[src/rtl/sdram_ctrl_module.sv]
// sdram_ctrl_module
// Top-level SDRAM sequencer. After reset it runs the init sub-module once,
// then arbitrates between periodic auto-refresh and user write/read bursts
// (priority: refresh > write > read) and reports which sub-module owns the
// SDRAM command bus through Sel.
//
// Ports
//   CLK, RST        clock, synchronous active-high reset
//   WrEN_Sig        user write request (level, held until Done_Sig)
//   RdEN_Sig        user read request  (level, held until Done_Sig)
//   Done_Sig        one-cycle pulse: granted write/read burst finished
//   Busy_Sig        high whenever the sequencer is not idle
//   Init_Start_Sig / Init_Done_Sig   init sub-module handshake
//   AR_Start_Sig   / AR_Done_Sig     auto-refresh sub-module handshake
//   WR_Start_Sig   / WR_Done_Sig     write sub-module handshake
//   RD_Start_Sig   / RD_Done_Sig     read sub-module handshake
//   Sel             command-mux select: 0 init, 1 refresh, 2 write, 3 read
//   Ref_Miss_Sig    (only with SDRAM_REFRESH_MISS_EN) sticky missed-refresh flag
//
// Handshake: a Start output is held high for as long as its state is active.
// The matching Done is a one-cycle pulse; the edge that samples it moves the
// FSM on and drops Start on that same edge, so a self-restarting sub-module
// never sees Start still high afterwards. Done pulses from sub-modules that
// are not active are ignored.
//
// Optional feature macro: SDRAM_REFRESH_MISS_EN
module sdram_ctrl_module #(
    parameter logic [10:0] T15US = 11'd1500
) (
    input  logic       CLK,
    input  logic       RST,
    input  logic       WrEN_Sig,
    input  logic       RdEN_Sig,
    output logic       Done_Sig,
    output logic       Busy_Sig,
    output logic       Init_Start_Sig,
    input  logic       Init_Done_Sig,
    output logic       AR_Start_Sig,
    input  logic       AR_Done_Sig,
    output logic       WR_Start_Sig,
    input  logic       WR_Done_Sig,
    output logic       RD_Start_Sig,
    input  logic       RD_Done_Sig,
    output logic [1:0] Sel
`ifdef SDRAM_REFRESH_MISS_EN
    ,
    output logic       Ref_Miss_Sig
`endif
);

    typedef enum logic [2:0] {
        S_INIT   = 3'd0,
        S_IDLE   = 3'd1,
        S_AREF   = 3'd2,
        S_WRITE  = 3'd3,
        S_READ   = 3'd4,
        S_FINISH = 3'd5
    } state_t;

    state_t      r_state;
    state_t      w_next;
    logic [10:0] r_c1;
    logic        r_ref_pend;
    logic        w_expire;
    logic        r_init_start;
    logic        r_ar_start;
    logic        r_wr_start;
    logic        r_rd_start;
    logic        r_done;
    logic        r_busy;
    logic [1:0]  r_sel;
`ifdef SDRAM_REFRESH_MISS_EN
    logic        r_ref_miss;
`endif

    // Next-state logic; the IDLE decision uses the registered Ref_Pend, so an
    // expiry on the decision edge is only seen at the following IDLE.
    always_comb begin
        w_next = r_state;
        case (r_state)
            S_INIT:   if (Init_Done_Sig) w_next = S_IDLE;
            S_IDLE: begin
                if (r_ref_pend)    w_next = S_AREF;
                else if (WrEN_Sig) w_next = S_WRITE;
                else if (RdEN_Sig) w_next = S_READ;
            end
            S_AREF:   if (AR_Done_Sig) w_next = S_IDLE;
            S_WRITE:  if (WR_Done_Sig) w_next = S_FINISH;
            S_READ:   if (RD_Done_Sig) w_next = S_FINISH;
            S_FINISH: w_next = S_IDLE;
            default:  w_next = S_INIT;
        endcase
    end

    // The refresh timer is frozen at zero while initialising.
    assign w_expire = (r_state != S_INIT) && (r_c1 == (T15US - 11'd1));

    always_ff @(posedge CLK) begin
        if (RST) begin
            r_state      <= S_INIT;
            r_c1         <= 11'd0;
            r_ref_pend   <= 1'b0;
            r_init_start <= 1'b0;
            r_ar_start   <= 1'b0;
            r_wr_start   <= 1'b0;
            r_rd_start   <= 1'b0;
            r_done       <= 1'b0;
            r_busy       <= 1'b1;
            r_sel        <= 2'd0;
`ifdef SDRAM_REFRESH_MISS_EN
            r_ref_miss   <= 1'b0;
`endif
        end else begin
            r_state <= w_next;

            if (r_state == S_INIT || w_expire) r_c1 <= 11'd0;
            else                               r_c1 <= r_c1 + 11'd1;

            // Clearing on AREF entry beats a simultaneous expiry: that expiry
            // belongs to a period that is already pending, so it is dropped.
            if (r_state == S_IDLE && w_next == S_AREF) r_ref_pend <= 1'b0;
            else if (w_expire)                         r_ref_pend <= 1'b1;

            // Outputs are registered from the next state so they line up with
            // the state register.
            r_init_start <= (w_next == S_INIT);
            r_ar_start   <= (w_next == S_AREF);
            r_wr_start   <= (w_next == S_WRITE);
            r_rd_start   <= (w_next == S_READ);
            r_done       <= (w_next == S_FINISH);
            r_busy       <= (w_next != S_IDLE);

            // Sel only changes when a sub-module is granted; FINISH and IDLE
            // keep the last owner on the command mux.
            case (w_next)
                S_INIT:  r_sel <= 2'd0;
                S_AREF:  r_sel <= 2'd1;
                S_WRITE: r_sel <= 2'd2;
                S_READ:  r_sel <= 2'd3;
                default: r_sel <= r_sel;
            endcase

`ifdef SDRAM_REFRESH_MISS_EN
            if (w_expire && r_ref_pend) r_ref_miss <= 1'b1;
`endif
        end
    end

    assign Init_Start_Sig = r_init_start;
    assign AR_Start_Sig   = r_ar_start;
    assign WR_Start_Sig   = r_wr_start;
    assign RD_Start_Sig   = r_rd_start;
    assign Done_Sig       = r_done;
    assign Busy_Sig       = r_busy;
    assign Sel            = r_sel;
`ifdef SDRAM_REFRESH_MISS_EN
    assign Ref_Miss_Sig   = r_ref_miss;
`endif

endmodule
[config.mk]
export PLATFORM = sky130hd
export DESIGN_NAME = sdram_ctrl_module
export DESIGN_NICKNAME = d
export VERILOG_FILES = /design/src/rtl/sdram_ctrl_module.sv
export SDC_FILE = /design/constraint.sdc
export NUM_CORES = 1
export LEC_CHECK = 0
export CAP_MARGIN = 20
export CORE_UTILIZATION = 45
export DETAILED_ROUTE_END_ITERATION = 10
export GPL_TIMING_DRIVEN = 0
export PLACE_DENSITY = 0.79
export SYNTH_ARGS = -nofsm -noshare
export SYNTH_HDL_FRONTEND = slang
export SYNTH_SLANG_ARGS = --single-unit
export TNS_END_PERCENT = 30
[constraint.sdc]
create_clock -name CLK -period 1.8 [get_ports CLK]
set_input_delay 0.18 -clock CLK [delete_from_list [all_inputs] [get_ports CLK]]
set_output_delay 0.18 -clock CLK [all_outputs]
set_load 0.05 [all_outputs]
==> impl_metrics.prom <==
# TYPE chip_impl_metric gauge
chip_impl_metric{name="hold_violations",unit=""} 0
chip_impl_metric{name="met3_length",unit="um"} 78
chip_impl_metric{name="route.detailed.vias_per_inst",unit=""} 5.188
chip_impl_metric{name="clk_pin_slew",unit="ps"} 130
chip_impl_metric{name="cp_max_fo",unit=""} 10
chip_impl_metric{name="slew_at_the_pin_with_the_worst_max_slew_slack",unit="ps"} 517.5
chip_impl_metric{name="drt.antenna.violating_nets",unit=""} 0
chip_impl_metric{name="placement_rows",unit=""} 16
chip_impl_metric{name="gp_congestion",unit=""} 0.7879
chip_impl_metric{name="fin_nets",unit=""} 137
chip_impl_metric{name="grt_pass1_wl",unit="um"} 3353
chip_impl_info{name="crit-reg2reg-capture",value="Busy_Sig$_SDFF_PP1_"} 1
chip_impl_metric{name="clock.fmax",unit="MHz"} 585.2
chip_impl_metric{name="finalCritPeriodShare",unit="%"} 94.93
chip_impl_metric{name="r2r_cells",unit=""} 6
chip_impl_metric{name="power",unit="mW"} 1.087
chip_impl_metric{name="post-cts-setup-buffer-count",unit=""} 0
chip_impl_info{name="rsz0062_at_grt",value="no"} 1
chip_impl_metric{name="ir_worst_vdd",unit="mV"} 0.6477
chip_impl_metric{name="stdcell_area",unit="sq um"} 1254
chip_impl_metric{name="htree_levels",unit=""} 1
chip_impl_metric{name="final_layout_size_suffix_gt1_share",unit="%"} 11.81
chip_impl_metric{name="clock_skew",unit="ps"} 10.90
chip_impl_info{name="status",value="finished, final reports clean"} 1
chip_impl_metric{name="synth_cell_type_count",unit=""} 37
chip_impl_metric{name="cap_violations",unit=""} 0
chip_impl_metric{name="met2WireLength",unit="um"} 916
chip_impl_metric{name="detailed_place.area",unit="sq um"} 1206
chip_impl_metric{name="number_of_synthesized_flops_with_an_enable_pin",unit=""} 0
chip_impl_metric{name="wirelength",unit="um"} 1978
chip_impl_metric{name="rrSetupSlack",unit="ps"} 90
chip_impl_metric{name="cts_made_buffers",unit=""} 3
chip_impl_metric{name="detail_route.first_pass.iterations",unit=""} 4
chip_impl_metric{name="num_io_pins",unit=""} 16
chip_impl_metric{name="fp.coreArea",unit="sq um"} 2042
chip_impl_metric{name="synth-seq-area-share",unit="%"} 45.04
chip_impl_info{name="timing.critical_path.from_type",value="register"} 1
chip_impl_metric{name="overflow",unit=""} 0
chip_impl_metric{name="die_w",unit="um"} 49.66
chip_impl_info{name="dr.max_layer_used",value="met4"} 1
chip_impl_metric{name="cts_buffer_depth",unit=""} 2
chip_impl_metric{name="post-synth-top-area-fraction",unit="%"} 45.04
chip_impl_metric{name="routedLengthMet1",unit="um"} 949
chip_impl_metric{name="setup-violations-final",unit=""} 0
chip_impl_info{name="timing.hold.worst.class",value="register to register"} 1
chip_impl_metric{name="cellLeakagePower",unit="nW"} 0.4560
chip_impl_info{name="min_to",value="r_c1[0]$_SDFF_PP0_"} 1
chip_impl_metric{name="wl_per_cell",unit="um"} 12.84
chip_impl_info{name="synth.top_cells.by_count",value="sky130_fd_sc_hd__dfxtp_1, sky130_fd_sc_hd__nor2_1, sky130_fd_sc_hd__xor2_1"} 1
chip_impl_info{name="min_from",value="r_c1[0]$_SDFF_PP0_"} 1
chip_impl_metric{name="drcViolationCount",unit=""} 0
chip_impl_metric{name="mapped_cells",unit=""} 108
chip_impl_info{name="most_common_flop_cell_mapped_by_yosys",value="sky130_fd_sc_hd__dfxtp_1"} 1
chip_impl_metric{name="timing.critical_path.required",unit="ps"} 2010
chip_impl_metric{name="finalHoldWorstSlack",unit="ps"} 508.5
chip_impl_metric{name="first_global_vias",unit=""} 760
chip_impl_info{name="synth_largest_area_cell",value="sky130_fd_sc_hd__dfxtp_1"} 1
chip_impl_info{name="cts.root.buffer_cell",value="sky130_fd_sc_hd__clkbuf_4"} 1
chip_impl_metric{name="antenna_cells",unit=""} 0
chip_impl_info{name="synth.area.top_cells",value="sky130_fd_sc_hd__dfxtp_1, sky130_fd_sc_hd__nor2_1, sky130_fd_sc_hd__xor2_1"} 1
chip_impl_metric{name="antenna_found_initial",unit=""} 0
chip_impl_info{name="most_frequent_cell_after_synthesis",value="sky130_fd_sc_hd__dfxtp_1"} 1
chip_impl_metric{name="cp_data_arrival_time",unit="ps"} 1920
chip_impl_info{name="r2r_start",value="r_state[0]$_SDFF_PP0_"} 1
chip_impl_info{name="critical_path.endpoint_type",value="register"} 1
chip_impl_metric{name="synthArstFlopShare",unit="%"} 0
chip_impl_metric{name="floorplan.initialDensity",unit="%"} 50.06
chip_impl_metric{name="power_density",unit="nW/um^2"} 867.0
chip_impl_metric{name="synth.cell_area",unit="sq um"} 1022
chip_impl_metric{name="holdPathStages",unit=""} 1
chip_impl_metric{name="place.port_buffers",unit=""} 15
chip_impl_metric{name="vias",unit=""} 799
chip_impl_metric{name="slew_viol_final",unit=""} 0
chip_impl_info{name="critical_path_class",value="register to register"} 1
chip_impl_metric{name="die_area",unit="sq um"} 2466
chip_impl_metric{name="syn-mean-instance-area",unit="sq um"} 9.465
chip_impl_metric{name="cts.sink_count",unit=""} 23
chip_impl_metric{name="drt_first_iter_violations",unit=""} 14
chip_impl_metric{name="track_usage",unit="%"} 17.92
chip_impl_metric{name="period_needed",unit="ps"} 1709
chip_impl_metric{name="detailed_place_hpwl",unit="um"} 1445
chip_impl_metric{name="dieHeight",unit="um"} 49.66
chip_impl_metric{name="ys_warn_count",unit=""} 0
chip_impl_metric{name="slew_headroom",unit="%"} 65.39
chip_impl_metric{name="area_growth_syn_to_layout",unit="%"} 22.64
chip_impl_metric{name="ys_ff_latch",unit=""} 23
chip_impl_metric{name="maximum_number_of_pins_on_one_net_before_global_route_repair",unit=""} 14
chip_impl_metric{name="final_core_util",unit="%"} 61.40
chip_impl_metric{name="syn-num-nets",unit=""} 117
chip_impl_metric{name="clkLatencyLatePin",unit="ps"} 310
chip_impl_info{name="clock_tree_from_tritoncts",value="built"} 1
==> registers in the layout (all words and copies together) (netlist names) <==
name / cells
RD_Start_Sig: 1
r_ref_pend: 1
Busy_Sig: 1
WR_Start_Sig: 1
AR_Start_Sig: 1
r_c1: 11
Sel: 2
Done_Sig: 1
r_state: 3
Init_Start_Sig: 1
==> cell type report <==
type	count	area, sq um
Buffer	6	50.05
Timing Repair Buffer	15	150.1
Clock inverter	1	5.005
Fill cell	196	788.3
Clock buffer	3	22.52
Multi-Input combinational cell	77	523.0
Sequential cell	23	461.7
Inverter	2	7.507
Tap cell	27	33.78
==> power by group <==
group,total [mW],switching (mW),internal [mW],leakage [nW]
Clock,0.232,0.149,0.0830,0.0177
Sequential,0.552,0.0134,0.539,0.187
Combinational,0.303,0.173,0.130,0.251
Total,1.09,0.335,0.752,0.456
==> cell usage in the layout, fill, tap and decap left out, types with 3 or more instances in the layout <==
cell	Yosys	layout
sky130_fd_sc_hd__xor2_1	5	5
sky130_fd_sc_hd__nand2_1	4	4
sky130_fd_sc_hd__clkbuf_4	0	3
sky130_fd_sc_hd__xnor2_1	4	4
sky130_fd_sc_hd__nor2_1	19	19
sky130_fd_sc_hd__nand3_1	3	3
sky130_fd_sc_hd__nor3b_1	3	3
sky130_fd_sc_hd__clkdlybuf4s50_1	0	15
sky130_fd_sc_hd__nand4_1	3	3
sky130_fd_sc_hd__or3_1	3	3
sky130_fd_sc_hd__a211oi_1	4	3
sky130_fd_sc_hd__buf_6	2	3
sky130_fd_sc_hd__nor3_1	4	4
sky130_fd_sc_hd__dfxtp_1	23	22
==> through the flow <==
step	setup TNS [ps]	std cells	worst slack (ps)
global placement	-87.55	150	-87.55
finish	0	154	91.23
detailed placement	-124.9	150	-124.9
CTS	0	154	51.23
global route	0	154	15.38
floorplan	0	108	180.2
==> critical path: stages (launching register included) <==
cell and delay [ps]:
sky130_fd_sc_hd__dfxtp_1 330, sky130_fd_sc_hd__buf_6 130, sky130_fd_sc_hd__nand2b_4 130, sky130_fd_sc_hd__a221o_1 410, sky130_fd_sc_hd__and2_4 190, sky130_fd_sc_hd__buf_6 130
sky130_fd_sc_hd__or3_1 300
==> logic make-up after synthesis <==
family | after synthesis | share of synthesized area (%)
flip-flops | 23 | 45.04
adder cells (fa/ha/maj) | 1 | 1.224
multiplexers | 1 | 0.9792
AO/OA/AOI/OAI | 13 | 9.793
buffers and inverters | 8 | 4.896
XOR/XNOR | 9 | 7.711
AND/OR/NAND/NOR | 53 | 30.36
==> timing repair <==
action / in CTS / in global routing
endpoints found under the setup margin: 3 / 11
resized for setup: 2 / 5
hold buffers: 0 / 0
cloned: 0 / 0
pin swaps: 0 / 3
==> worst max-delay path by stage <==
stage               slack, ps                   from             endpoint
detailed placement       -120            WR_Done_Sig  Busy_Sig$_SDFF_PP1_
finish                     90  r_state[0]$_SDFF_PP0_  Busy_Sig$_SDFF_PP1_
global placement          -90            WR_Done_Sig  Busy_Sig$_SDFF_PP1_
floorplan                 180  r_state[0]$_SDFF_PP0_  Busy_Sig$_SDFF_PP1_
CTS                        50  r_state[1]$_SDFF_PP0_  Busy_Sig$_SDFF_PP1_
global route               20  r_state[2]$_SDFF_PP0_  Busy_Sig$_SDFF_PP1_
==> per-layer routing <==
metal / vias up / GRT usage (%)
met1: 363 / 22.88
met3: 4 / 5.247
met4: 0 / 9.524
met5: - / 0
met2: 16 / 27.03
li1: 416 / -
(Power assumes the default switching activity.)
